===== src/rtl/qam16_symbol_decimator.sv =====
// Per-symbol decimator with energy-based symbol-timing acquisition for 16-QAM RX.
// Optional Gray slicer on the decimated sample: define QAM16_DS_SLICER_EN.
module qam16_symbol_decimator #(
  parameter int SPS       = 11,
  parameter int DW        = 12,
  parameter int ACQ_SYMS  = 16,
  parameter int SLICE_THR = 1024
) (
  input  logic          clk,
  input  logic          reset,
  input  logic          in_valid,
  input  logic [DW-1:0] i_in,
  input  logic [DW-1:0] q_in,
  input  logic          resync,
  output logic [DW-1:0] i_sym,
  output logic [DW-1:0] q_sym,
  output logic          sym_valid,
  output logic          locked,
  output logic [3:0]    phase_sel,
  output logic [3:0]    sym_out
);

  localparam int ACC_W = DW + 1 + $clog2(ACQ_SYMS);
  localparam int TOTAL = ACQ_SYMS * SPS;
  localparam int CW    = $clog2(TOTAL);

  localparam logic [1:0] ST_ACQ = 2'd0;
  localparam logic [1:0] ST_DEC = 2'd1;
  localparam logic [1:0] ST_TRK = 2'd2;

  localparam logic [3:0]    PH_LAST  = 4'(SPS - 1);
  localparam logic [CW-1:0] CNT_LAST = CW'(TOTAL - 1);
  localparam logic signed [DW:0] THR = (DW + 1)'(SLICE_THR);

  function automatic logic [DW:0] mag(input logic [DW-1:0] x);
    mag = x[DW-1] ? (~{x[DW-1], x} + 1'b1) : {1'b0, x};
  endfunction

  logic [1:0]       state_q, state_d;
  logic [3:0]       phase_q;
  logic [CW-1:0]    cnt_q;
  logic [ACC_W-1:0] acc_q [SPS];
  logic [3:0]       scan_q;
  logic [3:0]       best_q;
  logic [ACC_W-1:0] best_val_q;
  logic [3:0]       phase_sel_q;
  logic [DW-1:0]    i_sym_q, q_sym_q;
  logic             sym_valid_q;

  logic [DW:0] mag_sum;
  logic        hit;
  logic        better;
  logic        acq_last;

  assign mag_sum  = mag(i_in) + mag(q_in);
  assign better   = acc_q[scan_q] > best_val_q;
  assign acq_last = in_valid && (cnt_q == CNT_LAST);
  assign hit      = (state_q == ST_TRK) && in_valid && !resync &&
                    (phase_q == phase_sel_q);

  always_comb begin
    state_d = state_q;
    if (resync) begin
      state_d = ST_ACQ;
    end else begin
      case (state_q)
        ST_ACQ:  if (acq_last) state_d = ST_DEC;
        ST_DEC:  if (scan_q == PH_LAST) state_d = ST_TRK;
        ST_TRK:  state_d = ST_TRK;
        default: state_d = ST_ACQ;
      endcase
    end
  end

  always_ff @(posedge clk) begin
    if (reset) begin
      state_q     <= ST_ACQ;
      phase_q     <= '0;
      cnt_q       <= '0;
      scan_q      <= '0;
      best_q      <= '0;
      best_val_q  <= '0;
      phase_sel_q <= '0;
      i_sym_q     <= '0;
      q_sym_q     <= '0;
      sym_valid_q <= 1'b0;
      for (int k = 0; k < SPS; k++) acc_q[k] <= '0;
    end else begin
      state_q     <= state_d;
      sym_valid_q <= hit;
      if (in_valid)
        phase_q <= (phase_q == PH_LAST) ? 4'd0 : phase_q + 4'd1;
      if (resync) begin
        cnt_q <= '0;
        for (int k = 0; k < SPS; k++) acc_q[k] <= '0;
      end else begin
        case (state_q)
          ST_ACQ: begin
            if (in_valid) begin
              acc_q[phase_q] <= acc_q[phase_q] + ACC_W'(mag_sum);
              cnt_q          <= acq_last ? '0 : cnt_q + 1'b1;
            end
            if (acq_last) begin
              scan_q     <= '0;
              best_q     <= '0;
              best_val_q <= '0;
            end
          end
          ST_DEC: begin
            scan_q <= scan_q + 4'd1;
            // strict compare keeps the lowest index on ties
            if (better) begin
              best_q     <= scan_q;
              best_val_q <= acc_q[scan_q];
            end
            if (scan_q == PH_LAST)
              phase_sel_q <= better ? scan_q : best_q;
          end
          default: ;
        endcase
      end
      if (hit) begin
        i_sym_q <= i_in;
        q_sym_q <= q_in;
      end
    end
  end

  assign i_sym     = i_sym_q;
  assign q_sym     = q_sym_q;
  assign sym_valid = sym_valid_q;
  assign locked    = (state_q == ST_TRK);
  assign phase_sel = phase_sel_q;

`ifdef QAM16_DS_SLICER_EN
  function automatic logic [1:0] slice(input logic [DW-1:0] x);
    logic signed [DW:0] v;
    v = $signed({x[DW-1], x});
    if (v < -THR)     slice = 2'b00;
    else if (v[DW])   slice = 2'b01;
    else if (v < THR) slice = 2'b11;
    else              slice = 2'b10;
  endfunction

  logic [3:0] sym_q;

  always_ff @(posedge clk) begin
    if (reset)    sym_q <= '0;
    else if (hit) sym_q <= {slice(i_in), slice(q_in)};
  end

  assign sym_out = sym_q;
`else
  logic unused_thr;
  assign unused_thr = ^THR;
  assign sym_out    = 4'd0;
`endif

endmodule


===== config.mk =====
export PLATFORM = sky130hd
export DESIGN_NAME = qam16_symbol_decimator
export DESIGN_NICKNAME = d
export VERILOG_FILES = /design/src/rtl/qam16_symbol_decimator.sv
export SDC_FILE = /design/constraint.sdc
export NUM_CORES = 1
export LEC_CHECK = 0
export BUFFER_PORTS_ARGS = -buffer_cell sky130_fd_sc_hd__buf_2
export CAP_MARGIN = 0
export CORE_MARGIN = 4
export CORE_UTILIZATION = 35
export CTS_CLUSTER_SIZE = 28
export DETAILED_ROUTE_END_ITERATION = 10
export PLACE_DENSITY = 0.49
export SLEW_MARGIN = 20
export SYNTH_ARGS = -nofsm -noshare
export SYNTH_HDL_FRONTEND = slang
export SYNTH_SLANG_ARGS = --single-unit

===== constraint.sdc =====
create_clock -name clk -period 7.2 [get_ports clk]
set_clock_uncertainty 0.15 [all_clocks]
set_input_delay 1.8 -clock clk [delete_from_list [all_inputs] [get_ports clk]]
set_output_delay 1.8 -clock clk [all_outputs]
set_load 0.02 [all_outputs]

==> results of run 1 <==
kinds of logic (layout without fill, tap and decap cells):
group | Yosys count | after routing
AO/OA/AOI/OAI | 140 | 140
XOR/XNOR | 49 | 49
adder cells (fa/ha/maj) | 53 | 53
buffers and inverters | 148 | 224
flip-flops | 348 | 348
multiplexers | 191 | 191
other | 1 | 4
AND/OR/NAND/NOR | 414 | 414
cell usage in the layout, fill, tap and decap left out, types with 39 or more instances in the layout:
master,count
sky130_fd_sc_hd__dfxtp_1,70
sky130_fd_sc_hd__mux4_2,167
sky130_fd_sc_hd__nor2_1,240
sky130_fd_sc_hd__clkbuf_16,42
sky130_fd_sc_hd__buf_4,39
sky130_fd_sc_hd__nand2_1,52
sky130_fd_sc_hd__ha_1,51
sky130_fd_sc_hd__inv_1,48
sky130_fd_sc_hd__edfxtp_1,272
sky130_fd_sc_hd__buf_2,57
stage by stage:
step / utilization [%] / instance area (sq um) / total power [W] / hold WS (ns)
final: 40.0 / 20700 / 0.00540 / 0.329
after global placement: 37.5 / 19400 / 0.00341 / 0.306
after CTS: 40.0 / 20700 / 0.00545 / 0.329
after floorplan: - / 18400 / 0.00309 / 0.293
after detailed placement: 37.5 / 19400 / 0.00342 / 0.309
after global routing: 40.0 / 20700 / 0.00564 / 0.339
worst max path at each step:
stage	from	endpoint	slack, ns
2_1_floorplan	q_in[2]	acc_q[11][16]	1.25
4_1_cts	q_in[2]	acc_q[1][16]	1.27
6_report	i_in[2]	acc_q[1][16]	1.26
3_3_place_gp	q_in[2]	acc_q[1][16]	0.71
5_1_grt	q_in[2]	acc_q[1][16]	0.97
3_5_place_dp	q_in[2]	acc_q[1][16]	0.68
power by group through the flow:
stage	registers (W)	logic [W]	clock network, W
2_1_floorplan	0.00237	0.000724	0
3_5_place_dp	0.00239	0.00102	0
6_report	0.00235	0.00102	0.00203
4_1_cts	0.00235	0.00103	0.00207
3_3_place_gp	0.00239	0.00102	0
5_1_grt	0.00236	0.00112	0.00216
metal layers:
layer / vias to the layer above / wire, um
met4: 0 / 1140
met3: 69 / 2830
li1: 5191 / -
met5: - / 0
met2: 324 / 26700
met1: 6011 / 23100
final cells by class:
type                            instances  share of cell area [%]
Tap cell                              680                    4.11
Timing Repair Buffer                   97                    2.89
Inverter                               52                   0.944
Multi-Input combinational cell        851                    38.9
Clock inverter                         23                   0.938
Clock buffer                           52                    5.31
Sequential cell                       348                    46.9
state kept, by name, indices dropped and copies added (netlist names), 8 cells and up, named ones only:
name / cells
i_sym: 12
best_val_q: 17
q_sym: 12
cnt_q: 8
acc_q: 272
critical path, stage by stage:
cell	delay (ns)
sky130_fd_sc_hd__buf_2	0.13
sky130_fd_sc_hd__nor3_1	0.25
sky130_fd_sc_hd__nand3_1	0.13
sky130_fd_sc_hd__or3_1	0.39
sky130_fd_sc_hd__nand2_1	0.11
sky130_fd_sc_hd__xnor2_1	0.07
sky130_fd_sc_hd__ha_1	0.33
sky130_fd_sc_hd__inv_1	0.09
sky130_fd_sc_hd__o21ai_0	0.23
sky130_fd_sc_hd__nor2_1	0.06
sky130_fd_sc_hd__a21oi_1	0.25
sky130_fd_sc_hd__a31oi_1	0.17
sky130_fd_sc_hd__xnor2_1	0.18
sky130_fd_sc_hd__ha_1	0.42
sky130_fd_sc_hd__and4_1	0.28
sky130_fd_sc_hd__and4_1	0.22
sky130_fd_sc_hd__a21o_1	0.22
sky130_fd_sc_hd__o2111ai_2	0.26
sky130_fd_sc_hd__xor2_2	0.15
sky130_fd_sc_hd__buf_4	0.23
sky130_fd_sc_hd__nor2_1	0.08
==> impl_results.rst, run 1 <==
.. list-table::
   :header-rows: 1

   * - Metric
     - Value
   * - Synth async-reset ratio
     - 0%
   * - Setup TNS
     - 0 ns
   * - Highest-utilization routing layer at the global route stage
     - met2
   * - Fraction of synthesized cell area taken by the top area cell type
     - 44.3%
   * - Post-detailed-route via-to-cell ratio
     - 5.51
   * - DP Worst Slack
     - 0.681 ns
   * - Hold Startpoint
     - best_val_q[12]
   * - Total CTS buffers
     - 41
   * - Clock latency at the later pin of the worst-skew pair
     - 0.58 ns
   * - Proportion of layout cells with a drive suffix above 1
     - 27.0%
   * - P_int
     - 0.00384 W
   * - Sort of element at the end of the critical path
     - flip-flop
   * - Time the final worst path needs with I/O delays and setup
     - 5.94 ns
   * - Final Hold Viols
     - 0
   * - Die ar.
     - 0.0564 sq mm
   * - Buffer levels on the longest clock path
     - 3
   * - Synthesized flop and latch total
     - 348
   * - Number of cells after detailed placement
     - 2028
   * - Via count of the routed design
     - 11600
   * - Post-route DRC
     - 0
   * - Layout-stage area growth over the synthesis result
     - 12.3%
   * - Setup repair after global routing missed its margin
     - no
   * - Run status
     - complete, no violations
   * - Most used DFF post-synth
     - sky130_fd_sc_hd__edfxtp_1
   * - Via count of the first global-routing pass
     - 11700
   * - Tightest Pin Transition
     - 1.13 ns
   * - Cell Count, Final, Fillers Out
     - 2103
   * - GR met2 Demand/Resource
     - 32.3%
   * - Cell Area, Synth
     - 0.0184 sq mm
   * - Half-perimeter wire length after detailed placement
     - 34100 um
   * - WP data required
     - 7.32 ns
   * - Multiplexer share of the synthesized area
     - 21.7%
   * - Reg power frac
     - 43.5%
   * - Final ANT Viol Nets
     - 0
   * - Crit start category
     - primary input
   * - Clock-pin slew of the registers on the worst-case setup and hold paths
     - 0.06 ns
   * - Slew headroom
     - 24.6%
   * - Worst reg2reg path endpoint
     - best_val_q[14]
   * - Adder-cell share of the synthesized area
     - 3.68%
   * - Net count reported at finish
     - 1472
   * - Register area
     - 0.00970 sq mm
   * - Type of the tightest min-delay check
     - flip-flop to flip-flop
   * - Std-Cell Rows
     - 83
   * - Filler cells
     - 4887
   * - Yosys warning count
     - 0
   * - Count of hold-fix buffers inserted at cts
     - 0
   * - Met3 Resource Use GR
     - 2.78%
   * - Switching fraction of total power
     - 28.9%
   * - Combinational family with the most area after synthesis
     - multiplexers
   * - Synthesized instance count
     - 1344
   * - Power share of the combinational group
     - 18.9%
   * - CTS tree
     - built
   * - Synth cell types
     - 76
   * - Relative contribution of the clock network to total power
     - 37.6%
   * - FF-to-FF setup slack
     - 2.12 ns
   * - Leading post-synthesis cells by cell area
     - sky130_fd_sc_hd__edfxtp_1 44%, sky130_fd_sc_hd__mux4_2 20%, sky130_fd_sc_hd__dfxtp_1 8.3%, sky130_fd_sc_hd__nor2_1 4.9%, sky130_fd_sc_hd__ha_1 3.5%
   * - Horizontal die dimension
     - 237 um
   * - Post-layout worst setup margin
     - 1.26 ns
   * - Hold endpoint
     - best_val_q[12]
   * - Antenna violations before repair
     - 0
   * - Number of I/O pins
     - 62
   * - Starting density of the core
     - 35.6%
   * - CTS HTree Levels
     - 2
   * - Cell Pwr Density
     - 261 mW/mm^2
   * - Routed wirelength normalized by instance count
     - 25.6 um
   * - Antenna Diode Count
     - 0
   * - Worst vdd ir
     - 0.137 mV
   * - Part of the cycle the worst path needs
     - 82.5%
   * - Clk root buf
     - sky130_fd_sc_hd__clkbuf_16
   * - Leading cell types by count after synthesis
     - 272 x sky130_fd_sc_hd__edfxtp_1, 242 x sky130_fd_sc_hd__nor2_1, 167 x sky130_fd_sc_hd__mux4_2
   * - Met1 global-route usage
     - 25.8%
   * - Pin count of the biggest net entering global routing
     - 50
   * - Die H
     - 237 um
   * - Number of gates resized after cts
     - 0
   * - Detailed router's first-iteration violation count
     - 1027
   * - Number of enable flip-flop cells after synthesis
     - 272
   * - Area occupied by multi-input gates
     - 0.00804 sq mm
   * - Max-cap check violation count
     - 0
   * - Xor/xnor cell area share of the yosys netlist
     - 2.41%
   * - Compound-Gate Fraction of Synth Area
     - 5.39%
   * - Cell depth of the worst min-delay path
     - 1
   * - Final Slew Violations
     - 0
   * - Setup Crit Path Kind
     - primary input to flip-flop
   * - Std-Cell Core Area
     - 0.0517 sq mm
   * - Setup Viol. Count Final
     - 0
   * - Routability cong.
     - 0.816
   * - Simple-gate area share of the yosys netlist
     - 10.2%
   * - Total track usage
     - 18.9%
   * - Cell accounting for the most synthesized area
     - sky130_fd_sc_hd__edfxtp_1
   * - Achievable frequency
     - 168 MHz
   * - Data arrival time of the worst path
     - 6.06 ns
   * - Logic depth of the worst register-to-register path
     - 11
   * - Most frequent cell after synthesis
     - sky130_fd_sc_hd__edfxtp_1
   * - Detailed-routing iteration count for the pre-antenna-repair pass
     - 5
   * - Switch Pwr
     - 0.00156 W
   * - Post-CTS setup buffers
     - 0
   * - Grt ovf
     - 0
   * - Number of port buffers
     - 57
   * - Number of sinks driven by the clock tree
     - 348
   * - Largest fanout on the critical path
     - 12
   * - First-pass GRT wire length
     - 79200 um
   * - Share of synthesized area occupied by flip-flops and latches
     - 52.6%
   * - Avg Inst Size Synth
     - 13.7 sq um
   * - Leakage component of the power
     - 7.52 nW
   * - Total Wirelength
     - 53800 um
Power figures use the tool's default switching activity.
==> run 2: changes to the inputs <==
==> constraint.sdc (replaced) <==
create_clock -name clk -period 6.2 [get_ports clk]
set_clock_uncertainty 0.15 [all_clocks]
set_input_delay 1.55 -clock clk [delete_from_list [all_inputs] [get_ports clk]]
set_output_delay 1.55 -clock clk [all_outputs]
set_load 0.02 [all_outputs]
==> impl_results.rst, run 2 (synthesis results as in run 1) <==
.. list-table::
   :header-rows: 1

   * - Metric
     - Value
   * - Logic depth of the worst register-to-register path
     - 11 (unchanged)
   * - Max FFs per register
     - 272 (unchanged)
   * - Net count reported at finish
     - 1491 (+1.3%)
   * - Clock latency at the later pin of the worst-skew pair
     - 0.55 ns (-0.03 ns)
   * - Sort of element at the end of the critical path
     - flip-flop
   * - Part of the cycle the worst path needs
     - 89.4%
   * - Post-route DRC
     - 0 (unchanged)
   * - Std-Cell Rows
     - 83 (unchanged)
   * - Buffer levels on the longest clock path
     - 3 (unchanged)
   * - Cell depth of the worst min-delay path
     - 2 (+1)
   * - Hold endpoint
     - cnt_q[1]
   * - Filler cells
     - 4797 (-1.8%)
   * - Final ANT Viol Nets
     - 0 (unchanged)
   * - Most common cell after layout, fill and taps aside
     - sky130_fd_sc_hd__edfxtp_1
   * - Die ar.
     - 0.0564 sq mm (unchanged)
   * - CTS tree
     - built
   * - Tightest Pin Transition
     - 0.933 ns (-0.196 ns)
   * - Layout-stage area growth over the synthesis result
     - 13.5%
   * - First-pass GRT wire length
     - 79400 um (+0.24%)
   * - Antenna violations before repair
     - 0 (unchanged)
   * - Most used cells in the layout excluding fill and tap cells
     - 272 x sky130_fd_sc_hd__edfxtp_1, 241 x sky130_fd_sc_hd__nor2_1, 167 x sky130_fd_sc_hd__mux4_2, 70 x sky130_fd_sc_hd__dfxtp_1, 57 x sky130_fd_sc_hd__buf_2
   * - Largest fanout on the critical path
     - 12 (unchanged)
   * - Final Hold Viols
     - 0 (unchanged)
   * - Registers with the most flip-flops
     - acc_q x272, best_val_q x17
   * - Type of the tightest min-delay check
     - flip-flop to flip-flop
   * - Achievable frequency
     - 180 MHz
   * - CTS HTree Levels
     - 2 (unchanged)
   * - Half-perimeter wire length after detailed placement
     - 33800 um (-1.0%)
   * - Grt ovf
     - 0 (unchanged)
   * - Proportion of layout cells with a drive suffix above 1
     - 27.6% (+0.57 points)
   * - Antenna Diode Count
     - 0 (unchanged)
   * - Worst vdd ir
     - 0.193 mV (+40%)
   * - Number of gates resized after cts
     - 0 (unchanged)
   * - Setup Crit Path Kind
     - primary input to flip-flop
   * - Std-Cell Core Area
     - 0.0517 sq mm (unchanged)
   * - Number of I/O pins
     - 62 (unchanged)
   * - Die H
     - 237 um (unchanged)
   * - Register with the most flip-flops
     - acc_q
   * - Detailed router's first-iteration violation count
     - 1060 (+3.2%)
   * - Total CTS buffers
     - 41 (unchanged)
   * - Count of hold-fix buffers inserted at cts
     - 0 (unchanged)
   * - Run status
     - complete, no violations
   * - Final Slew Violations
     - 0 (unchanged)
   * - Setup repair after global routing missed its margin
     - no
   * - Cell Pwr Density
     - 305 mW/mm^2 (+17%)
   * - FF-to-FF setup slack
     - 1.43 ns (-0.69 ns)
   * - Worst reg2reg path endpoint
     - best_val_q[11]
   * - CP max-delay cell
     - sky130_fd_sc_hd__or3_1
   * - Slew headroom
     - 37.8% (+13 points)
   * - Cell-by-cell listing of the critical path
     - buf_2 -> nor3_1 -> nand3_1 -> or3_1 -> nand2_1 -> xnor2_1 -> ha_1 -> inv_1 -> o21ai_0 -> nor2_1 -> a21oi_1 -> buf_4 -> xor2_1 -> ha_1 -> and4_1 -> and4_1 -> a21o_1 -> o2111ai_2 -> xor2_2 -> buf_12 -> nor2_2
   * - Horizontal die dimension
     - 237 um (unchanged)
   * - CP peak stage delay
     - 0.38 ns (-0.04 ns)
   * - Routability cong.
     - 0.842 (+3.3%)
   * - Number of sinks driven by the clock tree
     - 348 (unchanged)
   * - Time the final worst path needs with I/O delays and setup
     - 5.55 ns
   * - Via count of the first global-routing pass
     - 12000 (+2.8%)
   * - Routed wirelength normalized by instance count
     - 25.4 um (-0.68%)
   * - Post-CTS setup buffers
     - 0 (unchanged)
   * - Setup TNS
     - 0 ns (unchanged)
   * - Post-detailed-route via-to-cell ratio
     - 5.55 (+0.69%)
   * - Number of cells after detailed placement
     - 2047 (+0.94%)
   * - Detailed-routing iteration count for the pre-antenna-repair pass
     - 5 (unchanged)
   * - Data arrival time of the worst path
     - 5.67 ns (-0.39 ns)
   * - Pin count of the biggest net entering global routing
     - 48 (-4.0%)
   * - Leakage component of the power
     - 7.65 nW (+1.7%)
   * - Starting density of the core
     - 35.6% (unchanged)
   * - WP data required
     - 6.33 ns (-0.99 ns)
   * - Setup Viol. Count Final
     - 0 (unchanged)
   * - Cell Count, Final, Fillers Out
     - 2121 (+0.86%)
   * - Number of port buffers
     - 57 (unchanged)
   * - Clock-pin slew of the registers on the worst-case setup and hold paths
     - 0.06 ns (about the same)
   * - Total track usage
     - 18.9% (-0.032 points)
   * - Total Wirelength
     - 53900 um (+0.17%)
   * - Via count of the routed design
     - 11800 (+1.6%)
   * - Max-cap check violation count
     - 0 (unchanged)
   * - Hold Startpoint
     - cnt_q[1]
   * - Crit start category
     - primary input
   * - Clk root buf
     - sky130_fd_sc_hd__clkbuf_16
run 2: cell types whose count changed in the layout (fill, tap and decap cells not counted), moves of 2 or more:
cell                       previous run  this run
sky130_fd_sc_hd__nand2_1             52        54
sky130_fd_sc_hd__buf_4               39        53
sky130_fd_sc_hd__clkinv_2             6         2
sky130_fd_sc_hd__nand2_2              9         7
sky130_fd_sc_hd__buf_12               1         6
sky130_fd_sc_hd__clkbuf_1             9        12
run 2: worst max-delay path by stage:
| stage | from | end |
|---|---|---|
| floorplan | q_in[2] | acc_q[11][16] |
| global placement | q_in[2] | acc_q[10][16] |
| detailed placement | q_in[2] | acc_q[9][16] |
| CTS | q_in[2] | acc_q[9][16] |
| global route | i_in[2] | acc_q[9][16] |
| finish | i_in[2] | acc_q[7][16] |
run 2: metrics by stage:
step | power [W] | area, sq um | hold WS [ns] | worst slack (ns) | util, %
floorplan | 0.00359 | 18400 | 0.293 | 0.505 | -
global placement | 0.00402 | 19600 | 0.310 | 0.0815 | 37.9
detailed placement | 0.00404 | 19600 | 0.314 | 0.0517 | 37.9
CTS | 0.00644 | 20900 | 0.328 | 0.645 | 40.4
global route | 0.00666 | 20900 | 0.341 | 0.364 | 40.4
finish | 0.00639 | 20900 | 0.329 | 0.655 | 40.4
run 2: where the power goes:
part	switching [W]	total (W)	internal [W]
logic	0.000803	0.00125	0.000450
clock network	0.000953	0.00241	0.00145
registers	0.0000438	0.00273	0.00268
run 2: metal layers:
layer  vias up  wire [um]  track usage [%]
met5         -          0                0
met4         0       1490             5.87
met3       100       2490             2.20
met2       333      26800             32.1
met1      6119      23000             25.6
li1       5223          -                -
run 2: cell type report:
cell class	count	area (sq um)	share of cell area, %
inverters	52	195	0.933
clock buffers	57	1150	5.49
well taps	680	851	4.07
multi-input cells	851	8040	38.4
flip-flops and latches	348	9700	46.4
clock inverters	17	176	0.844
repair buffers	116	803	3.84
run 2: critical path: cells and delay by family:
| kind | cells | cell delay, ns |
|---|---|---|
| simple gates | 8 | 1.43 |
| xor+xnor | 3 | 0.55 |
| buf+inv | 4 | 0.53 |
| compound gates | 4 | 0.89 |
| fa+ha+maj | 2 | 0.70 |
==> run 3: changes to the inputs <==
--- a/config.mk
+++ b/config.mk
@@ -12,7 +12,8 @@
 export CTS_CLUSTER_SIZE = 28
 export DETAILED_ROUTE_END_ITERATION = 10
 export PLACE_DENSITY = 0.49
-export SLEW_MARGIN = 20
+export REMOVE_ABC_BUFFERS = 1
+export SLEW_MARGIN = 25
 export SYNTH_ARGS = -nofsm -noshare
 export SYNTH_HDL_FRONTEND = slang
 export SYNTH_SLANG_ARGS = --single-unit
==> impl_results.rst, run 3 (synthesis results as in run 1) <==
.. list-table::
   :header-rows: 1

   * - Metric
     - Value
   * - Half-perimeter wire length after detailed placement
     - 34000 um (+0.71%)
   * - Final Slew Violations
     - 0 (unchanged)
   * - Total CTS buffers
     - 42 (+2.4%)
   * - Type of the tightest min-delay check
     - flip-flop to flip-flop
   * - Net count reported at finish
     - 1493 (+0.13%)
   * - DP Worst Slack
     - 0.0578 ns (+0.00616 ns)
   * - Buffer levels on the longest clock path
     - 3 (unchanged)
   * - Power share of the combinational group
     - 19.4% (-0.2 points)
   * - Starting density of the core
     - 35.6% (unchanged)
   * - Run status
     - complete, no violations
   * - Detailed-routing iteration count for the pre-antenna-repair pass
     - 5 (unchanged)
   * - Post-layout worst setup margin
     - 0.594 ns (-0.0606 ns)
   * - Number of gates resized after cts
     - 0 (unchanged)
   * - Reg power frac
     - 42.8% (about the same)
   * - Total track usage
     - 18.5% (-0.39 points)
   * - Part of the cycle the worst path needs
     - 90.4% (+0.98 points)
   * - Sort of element at the end of the critical path
     - flip-flop
   * - Max FFs per register
     - 272 (unchanged)
   * - Largest fanout on the critical path
     - 12 (unchanged)
   * - Registers with the most flip-flops
     - acc_q x272, best_val_q x17
   * - Met3 wire length
     - 3120 um (+25%)
   * - Met2 wire length
     - 25500 um (-5.2%)
   * - Via count of the routed design
     - 11600 (-1.3%)
   * - Clock-pin slew of the registers on the worst-case setup and hold paths
     - 0.05 ns (about the same)
   * - First-pass GRT wire length
     - 77600 um (-2.2%)
   * - Proportion of layout cells with a drive suffix above 1
     - 28.2% (+0.62 points)
   * - CP peak stage delay
     - 0.38 ns (about the same)
   * - Max-cap check violation count
     - 0 (unchanged)
   * - Die ar.
     - 0.0564 sq mm (unchanged)
   * - Setup repair after global routing missed its margin
     - no
   * - Worst vdd ir
     - 0.153 mV (-21%)
   * - Via count of the first global-routing pass
     - 11800 (-2.0%)
   * - Detailed router's first-iteration violation count
     - 1098 (+3.6%)
   * - Clock latency at the later pin of the worst-skew pair
     - 0.57 ns (+0.02 ns)
   * - Total routed wire length on the met1 layer
     - 22000 um (-4.5%)
   * - Register with the most flip-flops
     - acc_q
   * - Slew headroom
     - 28.8% (-9.0 points)
   * - CTS tree
     - built
   * - Worst path depth
     - 21 (unchanged)
   * - Layout-stage area growth over the synthesis result
     - 13.7%
   * - Final ANT Viol Nets
     - 0 (unchanged)
   * - Routability cong.
     - 0.806 (-4.3%)
   * - Tightest Pin Transition
     - 1.06 ns (+0.130 ns)
   * - Antenna violations before repair
     - 0 (unchanged)
   * - Data arrival time of the worst path
     - 5.77 ns (+0.10 ns)
   * - Horizontal die dimension
     - 237 um (unchanged)
   * - Cell Pwr Density
     - 304 mW/mm^2 (-0.44%)
   * - Number of sinks driven by the clock tree
     - 348 (unchanged)
   * - Final Hold Viols
     - 0 (unchanged)
   * - CTS HTree Levels
     - 2 (unchanged)
   * - Switching fraction of total power
     - 28.7% (+0.57 points)
   * - Post-route DRC
     - 0 (unchanged)
   * - Std-Cell Core Area
     - 0.0517 sq mm (unchanged)
   * - Post-CTS setup buffers
     - 0 (unchanged)
   * - Logic depth of the worst register-to-register path
     - 11 (unchanged)
   * - Buffer and inverter count on the worst path
     - 4 (unchanged)
   * - Most common cell after layout, fill and taps aside
     - sky130_fd_sc_hd__edfxtp_1
   * - Count of hold-fix buffers inserted at cts
     - 0 (unchanged)
   * - CP max-delay cell
     - sky130_fd_sc_hd__or3_1
   * - P_int
     - 0.00454 W (-1.1%)
   * - Crit-path leading delay family
     - simple AND/OR/NAND/NOR gates
   * - Setup Crit Path Kind
     - primary input to flip-flop
   * - Time the final worst path needs with I/O delays and setup
     - 5.61 ns (+0.0606 ns)
   * - Pin count of the biggest net entering global routing
     - 49 (+2.1%)
   * - Routed wirelength normalized by instance count
     - 24.6 um (-3.0%)
   * - Total Wirelength
     - 52300 um (-2.8%)
   * - Antenna Diode Count
     - 0 (unchanged)
   * - Setup Viol. Count Final
     - 0 (unchanged)
   * - Crit start category
     - primary input
   * - Relative contribution of the clock network to total power
     - 37.8% (about the same)
   * - WP data required
     - 6.36 ns (+0.03 ns)
   * - Number of port buffers
     - 57 (unchanged)
   * - Post-Route Utilization
     - 40.5% (+0.041 points)
   * - Min Hold Slack
     - 0.322 ns (-0.00698 ns)
   * - Number of I/O pins
     - 62 (unchanged)
   * - Switch Pwr
     - 0.00183 W (+1.7%)
   * - Post-detailed-route via-to-cell ratio
     - 5.47 (-1.5%)
   * - Die H
     - 237 um (unchanged)
   * - Cell depth of the worst min-delay path
     - 1 (-1)
   * - Cell-by-cell listing of the critical path
     - buf_2 -> nor3_1 -> nand3_1 -> or3_1 -> nand2_1 -> xnor2_1 -> ha_1 -> inv_1 -> o21ai_0 -> nor2_1 -> a21oi_1 -> a31oi_1 -> xnor2_1 -> ha_1 -> and4_1 -> and4_1 -> a21o_1 -> o2111ai_2 -> xor2_2 -> buf_12 -> inv_2
   * - Most used cells in the layout excluding fill and tap cells
     - 272 x sky130_fd_sc_hd__edfxtp_1, 241 x sky130_fd_sc_hd__nor2_1, 167 x sky130_fd_sc_hd__mux4_2, 71 x sky130_fd_sc_hd__dfxtp_1, 57 x sky130_fd_sc_hd__buf_2
   * - Clk root buf
     - sky130_fd_sc_hd__clkbuf_16
   * - Grt ovf
     - 0 (unchanged)
   * - Leakage component of the power
     - 7.64 nW (about the same)
   * - Std-Cell Rows
     - 83 (unchanged)
   * - Achievable frequency
     - 178 MHz (-1.1%)
   * - Max Used Layer
     - met4
run 3: cell count changes in the layout (fill, tap and decap cells not counted), sizes merged:
| cell | previous run | this run |
|---|---|---|
| clkbuf | 57 | 55 |
| buf | 116 | 117 |
| clkinvlp | 0 | 6 |
| bufinv | 4 | 3 |
run 3: metrics by stage:
stage | setup TNS, ns | instance area, sq um | power [W] | std cells
3_3_place_gp | 0 | 19600 | 0.00399 | 2048
6_report | 0 | 20900 | 0.00637 | 2125
2_1_floorplan | -59.14 | 17900 | 0.00354 | 1251
4_1_cts | 0 | 20900 | 0.00644 | 2125
3_5_place_dp | 0 | 19600 | 0.00401 | 2048
5_1_grt | 0 | 20900 | 0.00666 | 2125
run 3: final cells by class:
class / count / area (sq um)
fillers: 4844 / 30800
flip-flops and latches: 348 / 9700
multi-input cells: 851 / 8040
clock buffers: 55 / 1130
well taps: 680 / 851
repair buffers: 117 / 811
clock inverters: 22 / 201
inverters: 52 / 195
run 3: worst reg2reg max path, stage by stage, from the launching register on:
cell	delay, ns
sky130_fd_sc_hd__dfxtp_4	0.58
sky130_fd_sc_hd__buf_12	0.33
sky130_fd_sc_hd__mux4_2	0.62
sky130_fd_sc_hd__mux4_2	0.53
sky130_fd_sc_hd__ha_1	0.32
sky130_fd_sc_hd__nand2_1	0.10
sky130_fd_sc_hd__nor4_1	0.85
sky130_fd_sc_hd__and2_1	0.37
sky130_fd_sc_hd__a21oi_1	0.13
sky130_fd_sc_hd__a21oi_2	0.33
sky130_fd_sc_hd__buf_4	0.30
sky130_fd_sc_hd__a22o_1	0.19
run 3: power by group through the flow:
stage	clock (W)	sequential (W)	combinational (W)
3_3_place_gp	0	0.00277	0.00122
4_1_cts	0.00247	0.00272	0.00124
3_5_place_dp	0	0.00277	0.00123
6_report	0.00241	0.00272	0.00124
5_1_grt	0.00256	0.00273	0.00136
2_1_floorplan	0	0.00277	0.000763
run 3: routing by layer:
metal  track usage (%)  vias up
met5                 0        -
li1                  -     5232
met3              3.39       95
met4              6.46        0
met1              24.2     5942
met2              31.2      356
run 3: path summary, 6_finish.rpt:
| path | from | to | slack [ns] |
|---|---|---|---|
| max | i_in[2] | acc_q[11][16] | 0.59 |
| min | best_q[1] | best_q[1] | 0.32 |
| max reg2reg | flip-flop | best_val_q[9] | 1.35 |
| min reg2reg | best_q[1] | best_q[1] | 0.32 |
